[config.mk]
export PLATFORM = sky130hd
export DESIGN_NAME = io_interval_timer
export DESIGN_NICKNAME = d
export VERILOG_FILES = /design/src/rtl/io_interval_timer.sv
export SDC_FILE = /design/constraint.sdc
export NUM_CORES = 1
export LEC_CHECK = 0
export CELL_PAD_IN_SITES_DETAIL_PLACEMENT = 1
export CELL_PAD_IN_SITES_GLOBAL_PLACEMENT = 1
export CORE_MARGIN = 2
export CORE_UTILIZATION = 43
export DETAILED_ROUTE_END_ITERATION = 6
export PLACE_DENSITY_LB_ADDON = 0.2
export RECOVER_POWER = 50
export SETUP_SLACK_MARGIN = 0.5
export SYNTH_ARGS = -nofsm -noshare
export SYNTH_HDL_FRONTEND = slang
export SYNTH_SLANG_ARGS = --single-unit
[constraint.sdc]
create_clock -name clk -period 2.7 [get_ports clk]
set_clock_uncertainty 0.05 [all_clocks]
set_input_delay 0.54 -clock clk [delete_from_list [all_inputs] [get_ports clk]]
set_output_delay 0.54 -clock clk [all_outputs]
set_load 0.1 [all_outputs]
[src/rtl/io_interval_timer.sv]
// io_interval_timer: memory-mapped down-counting interval timer with prescaler.
//
// Register window (offset from BASE_ADDRESS, word aligned):
//   0x00 CONTROL  [0] ENABLE  [1] AUTO_RELOAD  [2] IRQ_EN
//   0x04 COUNT    32-bit down counter
//   0x08 RELOAD   32-bit reload value for auto-reload mode
//   0x0C STATUS   [0] EXPIRED (sticky, write 1 to clear)
//   0x10 PRESCALE [15:0] tick divider, a tick every PRESCALE+1 cycles
//
// Ports:
//   clk           - clock, rising edge
//   reset         - asynchronous active-low reset
//   io_write_en   - single-cycle store strobe
//   io_read_en    - single-cycle load strobe
//   io_address    - byte address of the access
//   io_write_data - store data
//   io_read_data  - registered load data, valid the cycle after io_read_en
//   interrupt_req - level interrupt, EXPIRED & IRQ_EN
module io_interval_timer #(
  parameter logic [31:0] BASE_ADDRESS = 32'hffff0100
) (
  input  logic        clk,
  input  logic        reset,
  input  logic        io_write_en,
  input  logic        io_read_en,
  input  logic [31:0] io_address,
  input  logic [31:0] io_write_data,
  output logic [31:0] io_read_data,
  output logic        interrupt_req
);

  localparam logic [2:0] OFF_CONTROL  = 3'd0;
  localparam logic [2:0] OFF_COUNT    = 3'd1;
  localparam logic [2:0] OFF_RELOAD   = 3'd2;
  localparam logic [2:0] OFF_STATUS   = 3'd3;
  localparam logic [2:0] OFF_PRESCALE = 3'd4;

  // The run state is the CONTROL.ENABLE bit itself.
  typedef enum logic {IDLE = 1'b0, RUNNING = 1'b1} state_t;

  state_t      state, state_next;
  logic        auto_reload;
  logic        irq_en;
  logic [31:0] count;
  logic [31:0] reload;
  logic [15:0] prescale;
  logic [15:0] pcnt;
  logic        expired;

  // Address decode: upper bits must match the window, word aligned only.
  logic       hit;
  logic [2:0] offset;
  assign hit    = (io_address[31:5] == BASE_ADDRESS[31:5]) && (io_address[1:0] == 2'b00);
  assign offset = io_address[4:2];

  logic wr_control, wr_count, wr_reload, wr_status, wr_prescale;
  assign wr_control  = io_write_en && hit && (offset == OFF_CONTROL);
  assign wr_count    = io_write_en && hit && (offset == OFF_COUNT);
  assign wr_reload   = io_write_en && hit && (offset == OFF_RELOAD);
  assign wr_status   = io_write_en && hit && (offset == OFF_STATUS);
  assign wr_prescale = io_write_en && hit && (offset == OFF_PRESCALE);

  logic tick, expiry;
  assign tick   = (state == RUNNING) && (pcnt == prescale);
  assign expiry = tick && (count == 32'd0);

  // Next run state: a CONTROL write beats the hardware one-shot disable.
  always_comb begin
    state_next = state;
    if (wr_control)
      state_next = state_t'(io_write_data[0]);
    else if (expiry && !auto_reload)
      state_next = IDLE;
  end

  always_ff @(posedge clk or negedge reset) begin
    if (!reset) state <= IDLE;
    else        state <= state_next;
  end

  always_ff @(posedge clk or negedge reset) begin
    if (!reset) begin
      auto_reload <= 1'b0;
      irq_en      <= 1'b0;
      reload      <= '0;
      prescale    <= '0;
    end else begin
      if (wr_control) begin
        auto_reload <= io_write_data[1];
        irq_en      <= io_write_data[2];
      end
      if (wr_reload)   reload   <= io_write_data;
      if (wr_prescale) prescale <= io_write_data[15:0];
    end
  end

  // Prescaler: held at 0 while idle, restarted by any PRESCALE write.
  always_ff @(posedge clk or negedge reset) begin
    if (!reset)                              pcnt <= '0;
    else if (wr_prescale || state == IDLE || tick) pcnt <= '0;
    else                                     pcnt <= pcnt + 16'd1;
  end

  // COUNT: software write overrides any same-cycle decrement or reload.
  always_ff @(posedge clk or negedge reset) begin
    if (!reset)                 count <= '0;
    else if (wr_count)          count <= io_write_data;
    else if (tick) begin
      if (count != 32'd0)       count <= count - 32'd1;
      else if (auto_reload)     count <= reload;
    end
  end

  // EXPIRED: set wins over a same-cycle clear.
  always_ff @(posedge clk or negedge reset) begin
    if (!reset)                           expired <= 1'b0;
    else if (expiry)                      expired <= 1'b1;
    else if (wr_status && io_write_data[0]) expired <= 1'b0;
  end

  // Read mux sees pre-write register values, so read+write returns old data.
  logic [31:0] rd_mux;
  always_comb begin
    rd_mux = '0;
    if (hit) begin
      case (offset)
        OFF_CONTROL:  rd_mux = {29'd0, irq_en, auto_reload, state == RUNNING};
        OFF_COUNT:    rd_mux = count;
        OFF_RELOAD:   rd_mux = reload;
        OFF_STATUS:   rd_mux = {31'd0, expired};
        OFF_PRESCALE: rd_mux = {16'd0, prescale};
        default:      rd_mux = '0;
      endcase
    end
  end

  always_ff @(posedge clk or negedge reset) begin
    if (!reset)          io_read_data <= '0;
    else if (io_read_en) io_read_data <= rd_mux;
  end

  assign interrupt_req = expired & irq_en;

endmodule

# Yosys cells after proc, flatten, opt, wreduce, memory -nomap -nowiden
# Index checks and enable logic that the tools add are counted.
totals:
  register_bits: 132
  latchBits: 0
  mem_bits_rw: 0
  romBits: 0
  out_inout_bits: 33
  elab_cells: 53
  n_memories: 0
op_classes:
  add_sub_neg: 2
  n_mul: 0
  div_mod_pow: 0
  order_cmp: 0
  eq_ne: 6
  n_shift: 0
  mux: 11
  bitwise_logic: 2
  n_reduce_logical: 23
op_table:
  columns: ["cell", "count"]
  rows:
  - ["two-way mux 32 bit", 5]
  - ["one-hot mux 32 bit (5 select lines)", 1]
  - ["logical NOT 32 bit", 1]
  - ["nonzero test 32 bit", 1]
  - ["subtractor 32 x 1 -> 32 bit, second input constant", 1]
  - ["equality test 27 bit, second input constant", 1]
  - ["adder 16 x 1 -> 16 bit, second input constant", 1]
  - ["equality test 16 bit", 1]
  - ["two-way mux 16 bit", 1]
  - ["logical AND 1 bit", 11]
  - ["equality test 3 x 2 -> 1 bit, second input constant", 2]
  - ["nonzero test 2 bit", 3]
  - ["two-way mux 1 bit", 4]
  - ["equality test 3 x 1 -> 1 bit, second input constant", 1]
  - ["equality test 3 bit, second input constant", 1]
  - ["logical NOT 3 bit", 1]
  - ["nonzero test 3 bit", 1]
  - ["logical NOT 2 bit", 1]
  - ["logical OR 1 bit", 2]
  - ["AND reduction 2 bit", 1]
  - ["bitwise AND 1 bit", 1]
  - ["logical NOT 1 bit", 1]
  - ["NOT 1 bit", 1]

# Logic depth before layout (Yosys ltp)
# Gate-level depths: netlist of the first run.
depth:
  ltp_word: 7
  depth_mapped: 10
  ltp_nobuf: 8

# Worst setup path before layout of the first run
# OpenSTA, ideal clock, no wires.
synth_timing:
  path_kind: "input port to flip-flop"
  from: "in io_address[12]"
  to: "reg prescale[10]"
  t_arrival_ns: 2.421
  t_required_ns: 2.525
  path_slack_ns: 0.105
  path_stages: 7
  path_buffers: 2
  cell_sequence: "or4_1 nor4_1 and2_1 buf_2 nand3_1 clkbuf_1 mux2_2"
synth_via:
  elab_chain_cells: 4
synth_rtl:
  columns: ["item", "line_no", "text"]
  rows:
  - ["start, declared", "26", "input logic [31:0] io_address,"]
  - ["equality test 27 bit", "53", "assign hit = (io_address[31:5] == BASE_ADDRESS[31:5]) && (io_address[1:0] == 2'b00);"]
  - ["logical AND 1 bit", "53", null]
  - ["logical AND 1 bit (2 in series)", "61", "assign wr_prescale = io_write_en && hit && (offset == OFF_PRESCALE);"]
  - ["end signal, assigned", "93", "if (wr_prescale) prescale <= io_write_data[15:0];"]
  - ["end, declared", "46", "logic [15:0] prescale;"]
# Every way passes these cells.
# A chain may end at the register's enable or synchronous reset.

# Worst setup path in the final report of the first run
layout_timing:
  from: "reg prescale[1]"
  to: "reg count[13]"
layout_via:
  elab_chain_cells: 4
layout_rtl:
  columns: ["item", "line_no", "text"]
  rows:
  - ["equality test 16 bit", "64", "assign tick = (state == RUNNING) && (pcnt == prescale);"]
  - ["logical AND 1 bit", "64", null]
  - ["nonzero test 2 bit (no line)", null, null]
  - ["AND reduction 2 bit (no line)", null, null]
  - ["end signal, assigned", "107", "else if (wr_count) count <= io_write_data;"]
  - ["end signal, assigned", "109", "if (count != 32'd0) count <= count - 32'd1;"]
  - ["end signal, assigned", "110", "else if (auto_reload) count <= reload;"]
  - ["end, declared", "44", "logic [31:0] count;"]
# Every way passes these cells.

==> results of run 1 <==
sequential cells by signal, summed over array words and instances (netlist names):
name / cells
auto_reload: 1
state: 1
irq_en: 1
pcnt: 16
count: 32
io_read_data: 32
prescale: 16
reload: 32
expired: 1
path summary, 6_finish.rpt:
path,to
setup / recovery,count[13]
hold / removal,io_read_data[25]
setup reg to reg,count[13]
hold reg to reg,io_read_data[14]
max in group asynchronous,prescale[0]
min in group clk,io_read_data[14]
power breakdown:
group / internal [mW] / leakage, nW / switching [mW]
combinational: 0.101 / 2.60 / 0.143
clock: 1.51 / 0.297 / 0.988
sequential: 1.98 / 1.74 / 0.00144
cell usage after synthesis, types with 25 or more instances:
cell / count
xor2_1: 25
o22ai_1: 36
nor2_1: 67
mux2_2: 48
a22oi_1: 29
nand2_1: 31
inv_1: 43
a21oi_1: 52
clkbuf_1: 39
dfrtp_1: 132
o21ai_0: 33
placed cells by master (no fill, tap or decap), drive strengths merged, types with 5 or more instances in the layout:
master | synthesis | routed
a21oi | 52 | 52
and2 | 11 | 11
dfrtp | 132 | 132
nor2 | 67 | 67
mux2 | 49 | 49
buf | 5 | 126
clkdlybuf4s50 | 0 | 39
o31ai | 5 | 5
nand2 | 32 | 32
or4 | 10 | 10
o22ai | 36 | 36
mux2i | 6 | 6
nand4 | 14 | 14
o2bb2ai | 5 | 5
a31oi | 16 | 16
or3 | 10 | 10
nor3 | 18 | 18
o21ai | 34 | 34
xnor2 | 18 | 18
nor4 | 11 | 11
xor2 | 25 | 25
dlymetal6s2s | 0 | 8
nand3 | 18 | 19
a22oi | 29 | 29
dlygate4sd2 | 0 | 11
inv | 43 | 47
a211oi | 6 | 6
and3 | 8 | 8
clkbuf | 44 | 42
per-stage QoR:
step | power [mW] | hold slack [ns] | util | std cells
3_5_place_dp | 2.26 | 0.470 | 0.532 | 1078
2_1_floorplan | 2.06 | 0.194 | - | 754
5_1_grt | 4.83 | 0.492 | 0.643 | 1168
3_3_place_gp | 2.25 | 0.461 | 0.532 | 1078
4_1_cts | 4.69 | 0.0476 | 0.614 | 1145
6_report | 4.73 | 0.388 | 0.643 | 1168
routing by layer:
metal	share of wire	track usage	vias to the layer above
li1	-	-	3133
met1	0.39	0.388	3941
met2	0.50	0.544	408
met3	0.055	0.0544	163
met4	0.060	0.158	0
met5	0	0	-
cells by family after synthesis:
family / share of synthesized area
and+or+nand+nor: 0.164
buffers and inverters: 0.0544
DFF: 0.456
muxes: 0.0850
xor gates and xnor gates: 0.0520
AOI/OAI and AO/OA: 0.183
adders and majority gates: 0.00519
final cells by class:
type                            count  area, um^2  area share
Multi-Input combinational cell    532        4330       0.407
Sequential cell                   132        3320       0.312
Timing Repair Buffer              209        1920       0.181
Clock buffer                       19         453      0.0426
Tap cell                          220         275      0.0259
Clock inverter                     13         170      0.0160
Inverter                           43         161      0.0152
repair_timing:
action	CTS	global route
resized for setup	139	93
cloned	5	1
pin swaps	44	43
setup buffers	30	22
endpoints found under the setup margin	132	103
critical path: cells and delay by family, from the launching register on:
| kind | cells | cell delay (ns) |
|---|---|---|
| simple gates | 2 | 0.75 |
| buf+inv | 3 | 0.49 |
| compound gates | 3 | 0.47 |
| flops | 1 | 0.46 |
| xor+xnor | 1 | 0.23 |
==> flow_summary.yaml, run 1 <==
outcome:
  outcome: "finished clean"
logic_synthesis:
  synth.avg_cell_area_um2: 9.60
  syn_inst: 754
  yosysTopAreaCell: "dfrtp_1"
  async_flop_share: 1.00
  syn_area_um2: 7240
  synth_edf_count: 0
  ys_top_cells_by_area: "dfrtp_1 (46%), mux2_2 (7.5%), a21oi_1 (3.6%)"
  yosysTopAreaCellShare: 0.456
  yosysUniqueCellTypes: 69
  yosys_most_used_dff: "dfrtp_1"
  syn-num-nets: 825
  ys_warn_count: 0
  ys_seq_elements: 132
  seq_area_frac_synth: 0.456
floorplan:
  dieArea_um2: 17900
  die_y_um: 134
  core.rowCount: 47
  start_util: 0.438
  die_w_um: 134
  ios: 101
  core_area_um2: 16500
global_route:
  antenna_found_initial: 0
  grt-ovfl-total: 0
  grt_pass1_wl_um: 43600
  grt_pass1_vias: 7740
  grt_util_all_layers: 0.318
  grt_max_degree: 52
clocking:
  cts_tree: "built"
  cts_buffers: 17
  clkLatencyLatePin_ns: 0.43
  ctsHoldBuffers: 0
  root_buffer: "clkbuf_16"
  cts.sink_count: 132
  cts_max_level: 4
  cts.path.max_buffers: 2
  path_clk_slew_ns: 0.07
setup_path:
  r2r-start: "prescale[1]"
  crit_type: "flip-flop to flip-flop"
  crit_path_max_fanout: 5
  slowest_stage: "or4_4"
  crit_path_end_kind: "flip-flop"
  crit_start: "prescale[1]"
  critPathMaxStageDelay_ns: 0.52
  cp_data_required_time_ns: 2.96
  cp-start-kind: "flip-flop"
  cp_cell_sequence: "xor2_1 > or4_4 > nor3b_4 > o211ai_1 > buf_4 > buf_12 > buf_16 > a31oi_1 > o21ai_1"
  worstPathArrival_ns: 2.84
  r2r_cells: 9
  r2r_slack_ns: 0.12
sta:
  worstMarginPinSlew_ns: 1.45
  fmax_ghz: 0.388
  hold_viol_final: 0
  drv_slew: 0
  rsz0062_at_grt: "true"
  fin_crit_sh: 0.954
  min_period_ns: 2.58
  finalSetupViolCount: 0
  finalSetupTns_ns: 0
  relSlewSlack: 0.0346
  finalWorstSetupSlack_ns: 0.123
route:
  drc: 0
  first_iter_violations: 556
  ant_nets: 0
  wl_per_cell_um: 27.7
  routed_wl_um: 32300
  dr.pass1.iters: 5
  routed_via_density: 6.55
  vias: 7645
placed_design:
  placedInstanceArea_um2: 8790
  place_ws_ns: -0.347
  place_congestion: 0.877
  port_buffers: 100
  dp_hpwl_um: 17100
flow_run:
  drv_cap: 0
power:
  p_leak_nw: 4.64
  p_per_area_nw_per_um2: 445
  worst_ir_drop_vdd_uv: 466
finish:
  drive_gt1_frac: 0.364
  nets: 1006
  n_fill_cell: 1761
  design_area_um2: 10600
  area_growth_pct: 46.8
  diodes: 0
worst_hold_path:
  hp-class: "primary input to asynchronous set/reset pin"
Power figures use the tool's default switching activity.
==> run 2, diff against run 1 <==
- CORE_UTILIZATION: 43 -> 39
- clock period: 2.7 -> 2.2 ns (I/O delays scaled with it)
==> run 2 against run 1 <==
Final cell count is 8.7% higher. Power is 25% higher. Clock power is 25% higher. Largest cell class unchanged. Sequential share of layout area is 4.0 points lower. Global-route usage is 2.0 points higher. Non-clock buffer count is 93 higher. Setup slack worse by 0.55 ns. Worst hold slack better by 0.10 ns. The flow now finishes with violations (setup timing). Design area is 14% higher. Critical endpoint is now count[30]. Utilization is 2.7 points higher. Via count is 9.6% higher. Die area is 9.9% higher.
==> flow_summary.yaml, run 2 (same netlist as run 1, synthesis figures left out) <==
outcome:
  outcome: "finished with violations"
  violations: "setup timing"
setup_path:
  crit_path_max_fanout: 5
  critPathMaxStageDelay_ns: 0.56
  r2r_end: "count[30]"
  crit_path_end_kind: "flip-flop"
  r2r_cells: 8
  cp_data_required_time_ns: 2.45
  cp-start-kind: "flip-flop"
  slowest_stage: "or4_4"
  cp_cell_sequence: "xor2_2 > or4_4 > nor3b_4 > o211ai_1 > buf_4 > buf_6 > a31oi_2 > o31ai_2"
  worstPathArrival_ns: 2.88
  crit_type: "flip-flop to flip-flop"
  r2r-start: "prescale[4]"
  r2r_slack_ns: -0.43
sta:
  worstMarginPinSlew_ns: 1.07
  fmax_ghz: 0.380
  finalSetupViolCount: 130
  finalWorstSetupSlack_ns: -0.429
  rsz0062_at_grt: "true"
  finalHoldWorstSlack_ns: 0.491
  relSlewSlack: 0.284
  fin_crit_sh: 1.19
  hold_viol_final: 0
  min_period_ns: 2.63
  drv_slew: 0
clocking:
  cts_max_level: 4
  cts_tree: "built"
  root_buffer: "clkbuf_16"
  cts.path.max_buffers: 2
  cts_buffers: 17
  cts.sink_count: 132
  clkLatencyLatePin_ns: 0.45
  path_clk_slew_ns: 0.06
power:
  worst_ir_drop_vdd_uv: 459
  p_leak_nw: 5.40
  p_per_area_nw_per_um2: 486
finish:
  nets: 1098
  layout_commonest_cell: "buf_4"
  layout.cells.non_filler: 1270
  most-common-layout-cells: "buf_4 (166), dfrtp_1 (131), nor2_1 (47), mux2_2 (46), inv_1 (43)"
  drive_gt1_frac: 0.479
  largestRegisters: "count: 32 flops, io_read_data: 32 flops, reload: 32 flops"
  area_growth_pct: 67.5
floorplan:
  die_w_um: 140
  start_util: 0.400
  core.rowCount: 49
  core_area_um2: 18100
  die_y_um: 140
  ios: 101
  dieArea_um2: 19700
route:
  routed_via_density: 6.60
  wl_per_cell_um: 32.1
  routed_wl_um: 40700
  dr.pass1.iters: 5
  vias: 8382
  drc: 0
  first_iter_violations: 679
  ant_nets: 0
global_route:
  grt_pass1_wl_um: 50500
  grt_util_all_layers: 0.338
  grt_pass1_vias: 8528
  antenna_found_initial: 1
  grt_max_degree: 50
  grt-ovfl-total: 0
placed_design:
  place_congestion: 0.901
  dp_cells: 1166
  port_buffers: 100
  place_ws_ns: -0.771
  dp_hpwl_um: 18400
worst_hold_path:
  hp-class: "flip-flop to flip-flop"
  whs_path_depth: 1
  hold-path-endpoint: "reload[16]"
  hold_start: "reload[16]"
flow_run:
  drv_cap: 0
-- run 2: stage by stage --
step           power (mW)  utilization  area [um^2]  setup TNS [ns]
4_1_cts              5.82        0.608        11000           -8.51
3_5_place_dp         2.78        0.523         9450          -76.78
3_3_place_gp         2.77        0.523         9450          -68.32
2_1_floorplan        2.53            -         7540           -7.27
5_1_grt              6.00        0.670        12100          -27.34
6_report             5.89        0.670        12100          -22.00
-- run 2: worst max path at each step --
stage | start | to | slack (ns) | depth (start not counted)
CTS | count[11] | count[27] | -0.27 | 7
floorplan | count[18] | count[27] | -0.23 | 6
finish | prescale[4] | count[30] | -0.43 | 8
global route | prescale[4] | count[29] | -0.45 | 8
detailed placement | io_address[12] | auto_reload | -0.77 | 7
global placement | io_address[12] | auto_reload | -0.70 | 7
-- run 2: per-layer routing --
layer | global-route usage | wire length (um) | vias up
met2 | 0.578 | 19700 | 613
met1 | 0.399 | 14300 | 4198
li1 | - | - | 3314
met3 | 0.0677 | 3330 | 257
met4 | 0.188 | 3370 | 0
met5 | 0 | 0 | -
-- run 2: repair_timing --
| item | 4_1_cts | 5_1_grt |
|---|---|---|
| hold endpoints to repair | 31 | 0 |
| pin swaps | 41 | 56 |
| endpoints found under the setup margin | 132 | 133 |
| gates resized for setup | 140 | 173 |
| gates cloned | 11 | 3 |
| hold buffers | 1 | 0 |
| buffers inserted | 15 | 41 |
-- run 2: report_power, final --
part / total, mW / switching [mW] / internal [mW]
clock: 3.13 / 1.30 / 1.83
sequential: 2.43 / 0.000921 / 2.43
combinational: 0.340 / 0.205 / 0.135
-- run 2: area by class of cell --
cell class	count	area [um^2]
Fill cell	1841	5960
Multi-Input combinational cell	531	4730
Sequential cell	132	3300
Timing Repair Buffer	302	3030
Clock buffer	18	439
Tap cell	229	287
Clock inverter	14	176
Inverter	43	161
Antenna cell	1	2.50
-- run 2: critical path: cells and delay by family (launching register included) --
family                    cells  cell delay (ns)
AOI/OAI and AO/OA             3             0.59
DFF                           1             0.44
and+or+nand+nor               2             0.81
xor gates and xnor gates      1             0.21
buffers and inverters         2             0.38
